--- src/rtl/posit_decode.sv ---
// posit_decode
// Two-operand posit field decoder feeding posit_scalar. Two pipeline stages:
//   S1: zero / NaR detection, sign and two's-complement magnitude.
//   S2: regime run-length scan, exponent and fraction extraction.
// Operands a and b are decoded independently; opcode rides along unchanged.
//
// Handshake (both ports): a beat transfers on a rising clk edge where
// valid and ready are both high. A producer holds valid and its data stable
// until the transfer. ready may depend combinationally on the stage state and
// out_ready, never on in_valid.
//
// Ports:
//   clk, reset_n             clock (rising edge), async active-low reset
//   in_valid / in_ready      input handshake for a, b, opcode
//   opcode [1:0], a, b       operation code and raw posit operands
//   out_valid / out_ready    output handshake
//   opcode_out               opcode aligned with the decoded pair
//   x_zero_out, x_exception  operand is zero / NaR (x in {a,b})
//   x_sign                   sign bit, 0 for zero and NaR
//   x_regime                 signed regime k
//   x_exponent               exponent bits, truncated LSBs read as 0
//   x_fraction               fraction bits, MSB-aligned, no hidden bit
//   x_abs                    magnitude, 0 for NaR
//
// Optional build macro POSIT_DECODE_NAR_COUNT_EN adds:
//   count_clr (in)           synchronous clear of nar_count
//   nar_count [15:0] (out)   saturating count of emitted pairs holding a NaR
module posit_decode #(
  parameter int posit_width = 8,
  parameter int es = 1,
  localparam int regime_width = $clog2(posit_width) + 1,
  localparam int frac_width = posit_width - es - 3
) (
  input  logic                    clk,
  input  logic                    reset_n,
  input  logic                    in_valid,
  output logic                    in_ready,
  input  logic [1:0]              opcode,
  input  logic [posit_width-1:0]  a,
  input  logic [posit_width-1:0]  b,
  output logic                    out_valid,
  input  logic                    out_ready,
  output logic [1:0]              opcode_out,
  output logic                    a_zero_out,
  output logic                    b_zero_out,
  output logic                    a_sign,
  output logic                    b_sign,
  output logic [regime_width-1:0] a_regime,
  output logic [regime_width-1:0] b_regime,
  output logic [es-1:0]           a_exponent,
  output logic [es-1:0]           b_exponent,
  output logic [frac_width-1:0]   a_fraction,
  output logic [frac_width-1:0]   b_fraction,
  output logic [posit_width-1:0]  a_abs,
  output logic [posit_width-1:0]  b_abs,
  output logic                    a_exception,
`ifdef POSIT_DECODE_NAR_COUNT_EN
  output logic                    b_exception,
  input  logic                    count_clr,
  output logic [15:0]             nar_count
`else
  output logic                    b_exception
`endif
);

  localparam int N  = posit_width;
  localparam int RW = regime_width;
  localparam int FW = frac_width;
  localparam int DW = RW + es + FW;
  localparam logic [N-1:0] NAR_PAT = {1'b1, {(N-1){1'b0}}};

  // Regime/exponent/fraction from the magnitude without its (always 0) MSB.
  // The whole word is shifted left past the run and its terminator; what
  // remains is exponent then fraction. For an all-ones run the shift clears
  // everything, which gives the required zero exponent and fraction.
  function automatic logic [DW-1:0] decode_fields(input logic [N-2:0] body);
    logic          r0;
    logic          run;
    logic [RW-1:0] m;
    logic [RW-1:0] k;
    logic [N-2:0]  shifted;
    r0  = body[N-2];
    run = 1'b1;
    m   = '0;
    for (int i = N - 2; i >= 0; i--) begin
      if (run && (body[i] == r0)) m = m + 1'b1;
      else                        run = 1'b0;
    end
    k       = r0 ? (m - 1'b1) : (~m + 1'b1);
    shifted = body << (m + 1'b1);
    return {k, shifted[N-2 -: es], shifted[N-2-es -: FW]};
  endfunction

  // Index 0 = operand a, index 1 = operand b.
  logic [1:0][N-1:0] x_in;
  assign x_in = {b, a};

  // ---------------- handshake ----------------
  logic s1_valid_q, s2_valid_q;
  logic s2_load, accept;

  assign s2_load  = ~s2_valid_q | out_ready;
  assign in_ready = ~s1_valid_q | s2_load;
  assign accept   = in_valid & in_ready;

  // ---------------- stage 1 ----------------
  logic [1:0][N-1:0] s1_abs_d, s1_abs_q;
  logic [1:0]        s1_sign_d, s1_sign_q;
  logic [1:0]        s1_zero_d, s1_zero_q;
  logic [1:0]        s1_nar_d, s1_nar_q;
  logic [1:0]        s1_op_q;

  always_comb begin
    s1_abs_d  = '0;
    s1_sign_d = '0;
    s1_zero_d = '0;
    s1_nar_d  = '0;
    for (int i = 0; i < 2; i++) begin
      s1_zero_d[i] = (x_in[i] == '0);
      s1_nar_d[i]  = (x_in[i] == NAR_PAT);
      s1_sign_d[i] = x_in[i][N-1] & ~s1_nar_d[i];
      // NaR negates to itself; report magnitude 0 for it instead.
      if (!s1_nar_d[i])
        s1_abs_d[i] = x_in[i][N-1] ? (~x_in[i] + 1'b1) : x_in[i];
    end
  end

  always_ff @(posedge clk or negedge reset_n) begin
    if (!reset_n) begin
      s1_valid_q <= 1'b0;
      s1_abs_q   <= '0;
      s1_sign_q  <= '0;
      s1_zero_q  <= '0;
      s1_nar_q   <= '0;
      s1_op_q    <= '0;
    end else begin
      if (in_ready) s1_valid_q <= in_valid;
      if (accept) begin
        s1_abs_q  <= s1_abs_d;
        s1_sign_q <= s1_sign_d;
        s1_zero_q <= s1_zero_d;
        s1_nar_q  <= s1_nar_d;
        s1_op_q   <= opcode;
      end
    end
  end

  // ---------------- stage 2 ----------------
  logic [1:0][DW-1:0] s2_fields_d, s2_fields_q;
  logic [1:0][N-1:0]  s2_abs_q;
  logic [1:0]         s2_sign_q, s2_zero_q, s2_nar_q;
  logic [1:0]         s2_op_q;

  always_comb begin
    s2_fields_d = '0;
    for (int i = 0; i < 2; i++) begin
      // Zero and NaR carry no meaningful fields; force them to 0.
      if (!(s1_zero_q[i] | s1_nar_q[i]))
        s2_fields_d[i] = decode_fields(s1_abs_q[i][N-2:0]);
    end
  end

  always_ff @(posedge clk or negedge reset_n) begin
    if (!reset_n) begin
      s2_valid_q  <= 1'b0;
      s2_fields_q <= '0;
      s2_abs_q    <= '0;
      s2_sign_q   <= '0;
      s2_zero_q   <= '0;
      s2_nar_q    <= '0;
      s2_op_q     <= '0;
    end else if (s2_load) begin
      s2_valid_q <= s1_valid_q;
      if (s1_valid_q) begin
        s2_fields_q <= s2_fields_d;
        s2_abs_q    <= s1_abs_q;
        s2_sign_q   <= s1_sign_q;
        s2_zero_q   <= s1_zero_q;
        s2_nar_q    <= s1_nar_q;
        s2_op_q     <= s1_op_q;
      end
    end
  end

  // ---------------- outputs ----------------
  assign out_valid   = s2_valid_q;
  assign opcode_out  = s2_op_q;
  assign a_zero_out  = s2_zero_q[0];
  assign b_zero_out  = s2_zero_q[1];
  assign a_sign      = s2_sign_q[0];
  assign b_sign      = s2_sign_q[1];
  assign a_exception = s2_nar_q[0];
  assign b_exception = s2_nar_q[1];
  assign a_abs       = s2_abs_q[0];
  assign b_abs       = s2_abs_q[1];
  assign {a_regime, a_exponent, a_fraction} = s2_fields_q[0];
  assign {b_regime, b_exponent, b_fraction} = s2_fields_q[1];

`ifdef POSIT_DECODE_NAR_COUNT_EN
  logic [15:0] nar_count_q;

  // Clear wins over a same-cycle increment; the count sticks at all-ones.
  always_ff @(posedge clk or negedge reset_n) begin
    if (!reset_n)
      nar_count_q <= '0;
    else if (count_clr)
      nar_count_q <= '0;
    else if (s2_valid_q && out_ready && (|s2_nar_q) && (nar_count_q != 16'hFFFF))
      nar_count_q <= nar_count_q + 1'b1;
  end

  assign nar_count = nar_count_q;
`endif

endmodule

--- config.mk ---
export PLATFORM = sky130hd
export DESIGN_NAME = posit_decode
export DESIGN_NICKNAME = d
export VERILOG_FILES = /design/src/rtl/posit_decode.sv
export SDC_FILE = /design/constraint.sdc
export NUM_CORES = 1
export LEC_CHECK = 0
export BUFFER_PORTS_ARGS = -buffer_cell sky130_fd_sc_hd__buf_4
export CAP_MARGIN = 25
export CORE_MARGIN = 2
export CORE_UTILIZATION = 51
export CTS_BUF_LIST = sky130_fd_sc_hd__clkbuf_16
export CTS_CLUSTER_DIAMETER = 50
export CTS_CLUSTER_SIZE = 40
export DETAILED_ROUTE_END_ITERATION = 8
export PLACE_DENSITY = 0.87
export SLEW_MARGIN = 10
export SYNTH_ARGS = -nofsm -noshare
export SYNTH_HDL_FRONTEND = slang
export SYNTH_SLANG_ARGS = --single-unit
export TNS_END_PERCENT = 50
--- constraint.sdc ---
create_clock -name clk -period 2.5 [get_ports clk]
set_clock_uncertainty 0.05 [all_clocks]
set_input_delay 0.375 -clock clk [delete_from_list [all_inputs] [get_ports clk]]
set_output_delay 0.375 -clock clk [all_outputs]
set_load 0.05 [all_outputs]
## Yosys cells after proc, flatten, opt, wreduce, memory -nomap -nowiden

Index checks and enable logic that the tools add are counted.

| storage, ports and cells | value |
|---|---|
| input bits | 22 |
| word-level logic and storage cells | 138 |
| bits in registers | 68 |
| output and inout bits | 44 |

| cells by class | value |
|---|---|
| shifts and indexed selects | 2 |
| bitwise gates (word level) | 15 |
| $add $sub $neg | 20 |
| muxes and demuxes | 56 |
| equality and inequality tests | 14 |
| reduce and logical (&&, ||, !) cells | 15 |

Operators by type and width:

| cell | count |
|---|---|
| $mux 4 | 28 |
| $add 4x1->4 const B | 16 |
| $mux 8 | 4 |
| $mux 1 | 22 |
| $mux 9 | 2 |
| $add 8x1->8 const B | 2 |
| $eq 8x8->1 const B | 2 |
| $logic_not 8->1 | 2 |
| $not 8->8 | 2 |
| $shl 7x4->7 | 2 |
| $eq 1x1->1 | 12 |
| $logic_and 1x1->1 | 12 |
| $not 4->4 | 2 |
| $sub 4x1->4 const B | 2 |
| $not 1->1 | 4 |
| $or 1x1->1 | 4 |
| $and 1x1->1 | 3 |
| $reduce_and 2->1 | 1 |

## Logic depth before layout (Yosys ltp)

Gate-level depths: netlist (run 1).

| logic depth | value |
|---|---|
| depth in word-level cells | 24 |
| gate-level depth with buffers | 12 |

## Least setup slack after synthesis (run 1)

OpenSTA, ideal clock, no wires.

| timing path | value |
|---|---|
| path type | register -> register |
| from | register s1_abs_q[2] (netlist name) |
| to | register s2_fields_q, in the netlist a_fraction[2] |
| arrival | 2.489 ns |
| required time | 2.383 ns |
| stages on the path, launching flop included | 10 |
| clock period less this slack | 2.607 ns |
| library setup time | 0.067 ns |
| path slack | -0.107 ns |
| cells stage by stage | dfrtp_1 clkbuf_1 or4_1 o22ai_1 nand2_1 nand2_1 ha_1 or4b_1 a22oi_1 a221o_1 |

| between the ends | value |
|---|---|
| longest elaborated chain between the ends | 13 |
| elaborated cells between the ends (all ways) | 19 |
| those cells by class | add/sub (3); eq/ne (1); shift (1); mux (11); reduce/logical (3) |

Ends and longest elaborated chain:

| element | RTL line | text |
|---|---|---|
| start, declared | 107 | `logic [1:0][N-1:0] s1_abs_d, s1_abs_q;` |
| start signal, assigned | 139 | `s1_abs_q <= s1_abs_d;` |
| $eq 1x1->1 | 86 | `if (run && (body[i] == r0)) m = m + 1'b1;` |
| $logic_and 1x1->1 | 86 |  |
| $mux 4 / $mux 1 (equally long branches) | 86 |  |
| $mux 4 / $mux 1 (equally long branches) | 158 | `if (!(s1_zero_q[i] \| s1_nar_q[i]))` |
| $add 4x1->4 / $logic_and 1x1->1 (equally long branches) | 86 |  |
| $mux 4 / $mux 1 (equally long branches) | 86 |  |
| $mux 4 / $mux 1 (equally long branches) | 158 |  |
| $add 4x1->4 / $logic_and 1x1->1 (equally long branches) | 86 |  |
| $mux 4 | 86 |  |
| $mux 4 | 158 |  |
| $add 4x1->4 | 90 | `shifted = body << (m + 1'b1);` |
| $shl 7x4->7 (*) | 90 |  |
| $mux 9 (*) | 158 |  |
| end signal, assigned | 175 | `s2_fields_q <= s2_fields_d;` |
| end, declared | 149 | `logic [1:0][DW-1:0] s2_fields_d, s2_fields_q;` |

Mark *: on every way between the ends. The rest lies on a longest branch, timed or not. The select of a mux whose other input is x is not followed.
A chain may end at the register's enable or synchronous reset.

## Worst setup path after layout (run 1)

| timing path | value |
|---|---|
| from | register s1_abs_q[6] (netlist name) |
| to | register s2_fields_q, in the netlist a_fraction[3] |

| between the ends | value |
|---|---|
| longest elaborated chain between the ends | 22 |
| elaborated cells between the ends (all ways) | 42 |
| those cells by class | add/sub (6); eq/ne (6); shift (1); mux (23); reduce/logical (6) |

Ends and longest elaborated chain:

| element | RTL line |
|---|---|
| $eq 1x1->1 | 86 |
| $logic_and 1x1->1 | 86 |
| $mux 4 / $mux 1 (equally long branches) | 86 |
| $mux 4 / $mux 1 (equally long branches) | 158 |
| $add 4x1->4 / $logic_and 1x1->1 (equally long branches) | 86 |
| $mux 4 / $mux 1 (equally long branches) | 86 |
| $mux 4 / $mux 1 (equally long branches) | 158 |
| $add 4x1->4 / $logic_and 1x1->1 (equally long branches) | 86 |
| (+6 left out) | - |
| $mux 4 / $mux 1 (equally long branches) | 86 |
| $mux 4 / $mux 1 (equally long branches) | 158 |
| $add 4x1->4 / $logic_and 1x1->1 (equally long branches) | 86 |
| $mux 4 | 86 |
| $mux 4 | 158 |
| $add 4x1->4 | 90 |
| $shl 7x4->7 (*) | 90 |
| $mux 9 (*) | 158 |

Marks and branches as above.

==> flow_summary_export.csv, run 1 <==
group,metric,value,unit
routing,wl_per_cell,15.9,microns
global_routing,grt_usage,0.234,
clocking,clock_latency,0.34,ns
cells_and_area,syn2layout_area_growth,28.5,%
yosys,synth_edf_count,0,
global_routing,top_usage_layer,"met2",
setup_path,reg2reg_slack,0.07,ns
yosys,synth_area,0.00374,sq mm
routing,ant_nets,0,
setup_path,endpoint_kind,"flip-flop",
yosys,synth_async_sr_flop_share,1.00,
setup_path,cp.required,2.70,ns
die,fp.dieArea,0.00804,sq mm
sta,worst_pin_slew,0.830,ns
die,coreArea,0.00718,sq mm
sta,fin_ws,0.0669,ns
sta,rsz0062_at_grt,"true",
die,die_w,89.6,microns
power_and_ir_drop,p_total,5.28,mW
placed_design,place_ws,0.0471,ns
placed_design,placed_cell_area,0.00439,sq mm
routing,drt_iter0_markers,196,
clocking,numCtsBuffers,9,
placed_design,place_congestion,0.847,
die,num_rows,31,
sta,hold_violations,0,
routing,vias_per_cell,5.53,
hold_path,hold_class,"input port to async pin",
setup_path,crit_arrival,2.63,ns
global_routing,grt_max_degree,69,
clocking,clock_path_buffers,2,
setup_path,critPathKind,"flip-flop to flip-flop",
global_routing,use_met3,0.0439,
routing,firstDrtPassIters,4,
yosys,ys_seq_elements,68,
die,die_h,89.6,microns
global_routing,grt_util_met1,0.303,
sta,final-max-slew-violation-count,0,
clocking,cts_tree,"done",
routing,routed_wl,8830,microns
setup_path,cp_max_fo,5,
global_routing,use_met2,0.378,
clocking,cts.sinks,68,
power_and_ir_drop,powerDensity,1100,mW/mm^2
placed_design,io_buffers,65,
setup_path,worstReg2RegEnd,"a_fraction[3]",
clocking,ctsHtreeMaxLevel,3,
routing,via_count,3082,
power_and_ir_drop,max-vdd-ir-drop,0.568,mV
setup_path,r2r_start,"s1_abs_q[6]",
run_status,status,"complete, no violations",
yosys,avgSynthCellArea,9.79,sq um
cells_and_area,final_area,0.00481,sq mm
yosys,ys_seq_area_frac,0.455,
global_routing,gr-total-overflow,0,
sta,hold_slack,0.0810,ns
clocking,cts.reportedPaths.clkPinSlew,0.06,ns
global_routing,antenna_found_initial,0,
yosys,syn-num-nets,412,
die,io-pin-count,66,
yosys,yosys_warnings,0,
sta,max_slew_margin,0.447,
yosys,synth_cells,382,
setup_path,r2r_cells,9,
routing,drc,0,
sta,setup_viol,0,
sta,setup_tns,0,ns
job,max-cap-violations,0,
yosys,post_synth_num_cell_types,61,
power_and_ir_drop,p_leak,2.26,nW
setup_path,crit_end,"a_fraction[3]",
global_routing,grt_pass1_vias,3032,
die,start_util,0.521,
yosys,yosys_most_used_dff,"dfrtp_1",
placed_design,dpl.cell_count,540,
cells_and_area,fin_nets,484,
sta,period_minus_slack,2.43,ns
cells_and_area,antenna_cells,0,
cells_and_area,drive_gt1_frac,0.336,
placed_design,dp_hpwl,6250,microns
cells_and_area,stdcell_count,557,
global_routing,grt_pass1_wl,14400,microns
clocking,root_buffer,"clkbuf_16",
sta,period_share,0.973,
sta,clock.fmax,411,MHz
cells_and_area,utilization,0.670,
setup_path,worstSetupStartpoint,"s1_abs_q[6]",
setup_path,start_kind,"flip-flop",
-- worst min path at each step --
stage	from	to	slack, ns	cells past startpoint
final	reset_n	b_fraction[2]	0.08	1
after global routing	reset_n	b_fraction[2]	0.17	1
after CTS	reset_n	out_valid	0.12	1
after detailed placement	a_regime[0]	a_regime[0]	0.42	2
after global placement	s1_op_q[1]	s1_op_q[1]	0.40	2
after floorplan	reset_n	a_abs[0]	0.03	0
-- worst max-delay path: stages, from the launching register on --
cell and delay, ns:
dfrtp_1 0.37, or4_4 0.55, o22ai_4 0.14, a221o_1 0.19, buf_4 0.12, ha_2 0.18
xnor2_2 0.11, nand3b_1 0.20, a31o_2 0.27, a32oi_1 0.16
-- sequential cells by signal (all words and copies together), names as in the netlist, 4 cells and up --
| signal | cells |
|---|---|
| b_abs | 8 |
| a_abs | 8 |
| b_fraction | 4 |
| a_regime | 4 |
| a_fraction | 4 |
| b_regime | 4 |
| s1_abs_q | 16 |
-- Yosys cell counts, types with 9 or more instances --
cell type / instances / area share
dfrtp_1: 68 / 0.45
nand2_1: 57 / 0.057
o21ai_0: 36 / 0.048
mux2_2: 23 / 0.069
nor2_1: 18 / 0.018
clkbuf_1: 16 / 0.016
inv_1: 13 / 0.013
mux2i_1: 11 / 0.029
nand2b_1: 10 / 0.017
a21oi_1: 9 / 0.012
nand3_1: 9 / 0.012
xor2_1: 9 / 0.021
-- cells in the final DEF (no fill, tap or decap), types with 2 or more instances in the layout --
cell       instances
dfrtp_2            2
dfrtp_1           66
a22o_1             3
nand4_1            2
bufinv_16          2
o21a_1             4
or2_2              2
or3_1              5
a32o_1             3
nand2b_1          10
ha_4               2
a221o_1            4
nand2_2            2
xor2_1             8
nor3_1             4
nand3b_1           2
o31ai_1            3
nand2_1           55
nor2_1            18
buf_4             86
a21oi_1            9
mux2_2            23
inv_1             13
clkbuf_16          9
nor2b_1            2
and2_1             4
nor4_1             2
mux2i_1           11
o211ai_1           2
ha_1               5
o21ai_0           36
o41ai_1            2
xnor2_1            7
nand3_1            9
-- timing repair --
item | in CTS | in global routing
buffers inserted | 0 | 2
endpoints found under the hold margin | 0 | 0
setup endpoints to repair | 0 | 4
gates resized for setup | 0 | 17
hold buffers | 0 | 0
-- area by class of cell --
type / count / area (sq um)
Multi-Input combinational cell: 273 / 1930
Fill cell: 541 / 2370
Timing Repair Buffer: 88 / 677
Clock buffer: 9 / 225
Clock inverter: 6 / 88.8
Sequential cell: 68 / 1700
Tap cell: 99 / 124
Inverter: 14 / 52.6
-- cell families after synthesis --
group,after synthesis,synth area share
multiplexers,35,0.102
adder cells (fa/ha/maj),8,0.0268
AO/OA/AOI/OAI,86,0.157
AND/OR/NAND/NOR,127,0.163
buffers and inverters,41,0.0569
XOR/XNOR,17,0.0398
flip-flops,68,0.455
-- where the power goes --
part / internal (mW) / total, mW / switching [mW]
sequential: 1.36 / 1.53 / 0.176
combinational: 0.890 / 2.40 / 1.51
clock: 0.868 / 1.35 / 0.481
total: 3.12 / 5.28 / 2.16
-- per-layer routing --
layer	up-vias	share of wire	routed length (microns)
li1	1487	-	-
met1	1477	0.43	3830
met2	97	0.49	4300
met3	21	0.052	463
met4	0	0.027	240
met5	-	0	0
Power figures use the tool's default switching activity.
==> run 2, diff against run 1 <==
ABC_AREA = 1   (was not set)
CORE_UTILIZATION = 50   (was 51)
CTS_BUF_LIST = not set   (was sky130_fd_sc_hd__clkbuf_16)
PLACE_DENSITY = 0.86   (was 0.87)
TNS_END_PERCENT = 10   (was 50)
==> run 2 against run 1 <==
- final area fell by 8.1%
- largest cell class is now registers
- area after synthesis decreased by 4.0%
- flip-flop and latch count stayed put
- critical path depth grew 5
- sequential power grew 3%
- critical path type unchanged
- global-route usage shrank 1.2 points
- largest power group unchanged
- register-to-register slack gained 0.08 ns
==> flow_summary_export.csv, run 2 <==
group,metric,value,unit
run_status,status,"complete, no violations",
placed_design,io_buffers,65,
die,start_util,0.523,
global_routing,antenna_found_initial,0,
clocking,ctsHtreeMaxLevel,3,
global_routing,grt_pass1_wl,13700,microns
setup_path,cp_max_fo,11,
clocking,cts_tree,"done",
setup_path,critPathKind,"flip-flop to flip-flop",
yosys,synth_cells,455,
cells_and_area,layout_commonest_cell,"nand2_1",
yosys,synth_top_area_share,0.474,
routing,via_count,3208,
placed_design,place_congestion,0.879,
global_routing,gr-total-overflow,0,
clocking,post_cts_buffers,0,
power_and_ir_drop,p_total,5.11,mW
routing,vias_per_cell,5.13,
routing,drt_iter0_markers,235,
setup_path,cp.required,2.73,ns
setup_path,crit_arrival,2.58,ns
clocking,cts.sinks,68,
die,io-pin-count,66,
clocking,cts.reportedPaths.clkPinSlew,0.07,ns
yosys,syn-num-nets,485,
routing,firstDrtPassIters,5,
clocking,clock_latency,0.34,ns
yosys,synth_area_leaders,"dfrtp_1, nand2_1, o21ai_0",
cells_and_area,final_cell_mix,"nand2_1, buf_4, dfrtp_1",
cells_and_area,antenna_cells,0,
sta,rsz0062_at_grt,"true",
yosys,yosysMostFrequentCell,"nand2_1",
power_and_ir_drop,max-vdd-ir-drop,0.620,mV
yosys,yosys_warnings,0,
yosys,synth_top_family_by_area,"simple AND/OR/NAND/NOR gates",
setup_path,reg2reg_slack,0.14,ns
yosys,synthTopCellsByCount,"nand2_1, dfrtp_1, inv_1",
yosys,post_synth_num_cell_types,31,
clocking,numCtsBuffers,9,
cells_and_area,largest_reg_flops,16,
setup_path,start_kind,"flip-flop",
sta,period_minus_slack,2.36,ns
global_routing,grt_max_degree,69,
yosys,ys_seq_area_frac,0.474,
clocking,clock_path_buffers,2,
yosys,synth_edf_count,0,
cells_and_area,drive_gt1_frac,0.221,
routing,drc,0,
sta,hold_violations,0,
yosys,synth_fa_ha_area_frac,0.0279,
die,die_h,88.8,microns
routing,wl_per_cell,13.1,microns
setup_path,endpoint_kind,"flip-flop",
setup_path,r2r_cells,14,
yosys,synth-simple-area-share,0.263,
sta,period_share,0.943,
yosys,avgSynthCellArea,7.89,sq um
yosys,synth_xor_area_frac,0.0411,
placed_design,place_ws,0.0248,ns
clocking,root_buffer,"clkbuf_8",
routing,ant_nets,0,
global_routing,grt_usage,0.222,
yosys,yosys.area.top_type,"dfrtp_1",
die,coreArea,0.00687,sq mm
placed_design,dp_hpwl,5810,microns
power_and_ir_drop,powerDensity,1160,mW/mm^2
die,num_rows,30,
yosys,synth_area,0.00359,sq mm
cells_and_area,syn2layout_area_growth,22.9,%
sta,worst_pin_slew,0.816,ns
sta,fin_ws,0.143,ns
sta,final-max-slew-violation-count,0,
cells_and_area,stdcell_count,625,
cells_and_area,largest_register,"s1_abs_q",
cells_and_area,fin_nets,554,
yosys,synth_async_sr_flop_share,1.00,
sta,max_slew_margin,0.456,
die,die_w,88.8,microns
yosys,synthMuxAreaShare,0,
global_routing,grt_pass1_vias,3067,
yosys,yosys_most_used_dff,"dfrtp_1",
sta,hold_slack,0.0789,ns
sta,setup_viol,0,
die,fp.dieArea,0.00788,sq mm
setup_path,r2r_start,"s1_abs_q[14]",
setup_path,worstReg2RegEnd,"b_fraction[3]",
yosys,synth_compound_area_frac,0.115,
power_and_ir_drop,p_leak,2.32,nW
yosys,ys_seq_elements,68,
sta,clock.fmax,424,MHz
routing,routed_wl,8180,microns
job,max-cap-violations,0,
placed_design,dpl.cell_count,609,
hold_path,hold_class,"input port to async pin",
clocking,cts-hold-fix-buffers,0,
run 2: cell count changes after synthesis, sizes merged, moves of 5 or more:
cell    previous run  this run
o21ai             37        49
nand2             57       144
mux2i             11         0
clkbuf            17         7
nor2              19        25
mux2              24         0
nand3              9        41
or3                5         0
inv               14        59
o22ai              3        10
nand2b            10         0
run 2: critical path, stage by stage, from the launching register on:
cell	delay, ns
dfrtp_2	0.50
nor2_2	0.15
nand2_1	0.07
o21ai_2	0.08
nand2_2	0.13
o21ai_0	0.13
nand2_2	0.15
nand2_4	0.13
inv_2	0.06
ha_2	0.33
inv_2	0.11
nand2_1	0.08
o21ai_0	0.18
nand2_1	0.08
nand2_1	0.05
run 2: metal layers:
metal | global-route usage | share of wire
met1 | 0.300 | 0.46
met4 | 0.0992 | 0.025
met2 | 0.350 | 0.47
met5 | 0 | 0
met3 | 0.0392 | 0.048
run 2: cells by family after synthesis:
kind of cell    after synthesis
buf+inv                      72
fa+ha+maj                     8
xor+xnor                     16
simple gates                218
flops                        68
compound gates               73
run 2: stage by stage:
step	util	TNS [ns]	cell area [sq um]
floorplan	-	0	3590
global placement	0.609	0	4180
detailed placement	0.609	0	4180
CTS	0.639	0	4390
global route	0.643	-0.0403	4410
finish	0.643	0	4410
run 2: area by class of cell:
| cell class | count | area [sq um] |
|---|---|---|
| clock inverter | 4 | 47.5 |
| fill | 576 | 2450 |
| clock buffer | 12 | 155 |
| sequential | 68 | 1700 |
| inverter | 59 | 224 |
| tap | 96 | 120 |
| multi-input combinational | 315 | 1630 |
| timing repair buffer | 71 | 533 |
run 2: worst max path at each step:
stage,from,endpoint,cells past startpoint
final,s1_abs_q[14],b_fraction[3],14
after global routing,s1_abs_q[14],b_fraction[3],14
after CTS,s1_abs_q[6],a_fraction[3],14
after detailed placement,s1_abs_q[6],a_fraction[3],14
after global placement,s1_abs_q[14],b_regime[1],12
after floorplan,s1_abs_q[14],b_regime[1],13
run 2: what timing repair did:
item / 4_1_cts / 5_1_grt
endpoints found under the setup margin: 1 / 13
pin swaps: 0 / 2
gates resized for setup: 1 / 9
run 2: where the power goes:
group | switching [mW] | leakage (nW) | internal [mW]
logic | 1.82 | 1.36 | 0.808
registers | 0.189 | 0.862 | 1.38
clock network | 0.407 | 0.102 | 0.512
==> run 3, diff against run 2 <==
GPL_TIMING_DRIVEN = 0   (was not set)
==> run 3 against run 2 <==
- clock-buffer cell count decreased by 1
- non-clock buffer count increased by 7
- total power increased by 4.7%
- final area increased by 1.3%
- maximum frequency decreased by 0.42%
- critical path type unchanged
- critical endpoint is now a_fraction[3]
- largest power group unchanged
==> flow_summary_export.csv, run 3 (synthesis gave the netlist of run 2 again) <==
group,metric,value,unit
placed_design,dp_hpwl,6530,microns
die,die_w,88.8,microns
cells_and_area,syn2layout_area_growth,24.5,%
global_routing,grt_usage,0.246,
clocking,clock_path_buffers,2,
setup_path,start_kind,"flip-flop",
routing,drc,0,
sta,max_slew_margin,0.451,
die,die_h,88.8,microns
die,coreArea,0.00687,sq mm
sta,final-max-slew-violation-count,0,
cells_and_area,antenna_cells,0,
hold_path,hold_class,"input port to async pin",
power_and_ir_drop,powerDensity,1200,mW/mm^2
clocking,cts.reportedPaths.clkPinSlew,0.07,ns
cells_and_area,layout_commonest_cell,"nand2_1",
clocking,cts-hold-fix-buffers,0,
sta,hold_violations,0,
placed_design,io_buffers,64,
clocking,cts.sinks,68,
routing,via_count,3300,
cells_and_area,largest_reg_flops,16,
cells_and_area,largest_register,"s1_abs_q",
cells_and_area,fin_nets,561,
job,max-cap-violations,0,
setup_path,crit_arrival,2.56,ns
cells_and_area,fillers,582,
setup_path,critPathKind,"flip-flop to flip-flop",
routing,routed_wl,8890,microns
routing,wl_per_cell,14.1,microns
routing,drt_iter0_markers,222,
setup_path,reg2reg_slack,0.13,ns
die,num_rows,30,
global_routing,gr-total-overflow,0,
placed_design,place_congestion,0.876,
routing,vias_per_cell,5.23,
sta,setup_viol,0,
power_and_ir_drop,p_total,5.36,mW
global_routing,antenna_found_initial,0,
clocking,root_buffer,"clkbuf_8",
clocking,clock_latency,0.35,ns
global_routing,grt_max_degree,69,
global_routing,grt_pass1_wl,14800,microns
clocking,numCtsBuffers,9,
routing,ant_nets,0,
setup_path,slowest_stage,"dfrtp_1",
routing,firstDrtPassIters,4,
global_routing,grt_pass1_vias,3181,
sta,clock.fmax,422,MHz
setup_path,endpoint_kind,"flip-flop",
power_and_ir_drop,max-vdd-ir-drop,0.510,mV
sta,hold_slack,0.0648,ns
sta,period_minus_slack,2.37,ns
die,fp.dieArea,0.00788,sq mm
setup_path,path_cells,"buf_6, inv_2, nand2_1, nand2_1, nand2_1, inv_1, nand3_1, nand2_2, nand2_4, ha_1, xnor2_2, inv_1, nand3_1, nand2_1, nand2_1, nand2_1",
power_and_ir_drop,p_leak,2.34,nW
die,start_util,0.523,
sta,worst_pin_slew,0.823,ns
cells_and_area,drive_gt1_frac,0.200,
clocking,cts_tree,"done",
setup_path,cp_max_fo,11,
setup_path,cpMostUsedCell,"nand2_1",
run_status,status,"complete, no violations",
sta,period_share,0.947,
cells_and_area,final_cell_mix,"nand2_1, dfrtp_1, buf_4",
clocking,ctsHtreeMaxLevel,3,
die,io-pin-count,66,
setup_path,cp.required,2.69,ns
setup_path,max_stage_delay,0.38,ns
run 3: stage by stage:
stage / setup slack [ns] / area, sq um / cells / setup TNS, ns / util
floorplan: 0.316 / 3590 / 455 / 0 / -
global placement: 0.101 / 4190 / 615 / 0 / 0.610
detailed placement: 0.0570 / 4190 / 615 / 0 / 0.610
CTS: 0.0195 / 4430 / 630 / 0 / 0.645
global route: -0.00522 / 4470 / 631 / -0.00522 / 0.651
finish: 0.133 / 4470 / 631 / 0 / 0.651
run 3: per-layer routing:
layer | global-route usage | vias up | part of all wire
met4 | 0.0978 | 0 | 0.021
met2 | 0.405 | 107 | 0.48
li1 | - | 1612 | -
met3 | 0.0569 | 21 | 0.052
met5 | 0 | - | 0
met1 | 0.316 | 1560 | 0.44
run 3: layout make-up:
type / count / area [sq um] / share of cell area
Sequential cell: 68 / 1700 / 0.381
Timing Repair Buffer: 65 / 488 / 0.109
Buffer: 13 / 63.8 / 0.0143
Clock buffer: 11 / 141 / 0.0316
Inverter: 59 / 221 / 0.0495
Multi-Input combinational cell: 315 / 1640 / 0.366
Clock inverter: 4 / 97.6 / 0.0218
Tap cell: 96 / 120 / 0.0269
run 3: worst max-delay path: cells and delay by family, from the launching register on:
family | cells | cell delay [ns]
simple gates | 10 | 0.84
buf+inv | 4 | 0.49
flops | 1 | 0.38
xor+xnor | 1 | 0.27
fa+ha+maj | 1 | 0.23
run 3: repair_timing:
item / 4_1_cts / 5_1_grt
resized for setup: 0 / 6
endpoints found under the setup margin: 0 / 12
buffers inserted: 0 / 1
run 3: path summary, 6_finish.rpt:
| kind | startpoint | endpoint | depth (start not counted) |
|---|---|---|---|
| min | reset_n | a_abs[5] | 1 |
| min in group clk | opcode[1] | s1_op_q[1] | 3 |
| max | s1_abs_q[6] | a_fraction[3] | 16 |
| min reg2reg | a_fraction[0] | a_fraction[0] | 2 |
| max in group asynchronous | reset_n | b_abs[4] | 1 |
| max reg2reg | s1_abs_q[6] | a_fraction[3] | 16 |
run 3: power by group:
group / internal, mW / switching, mW
Combinational: 0.828 / 1.88
Sequential: 1.38 / 0.175
Clock: 0.685 / 0.414
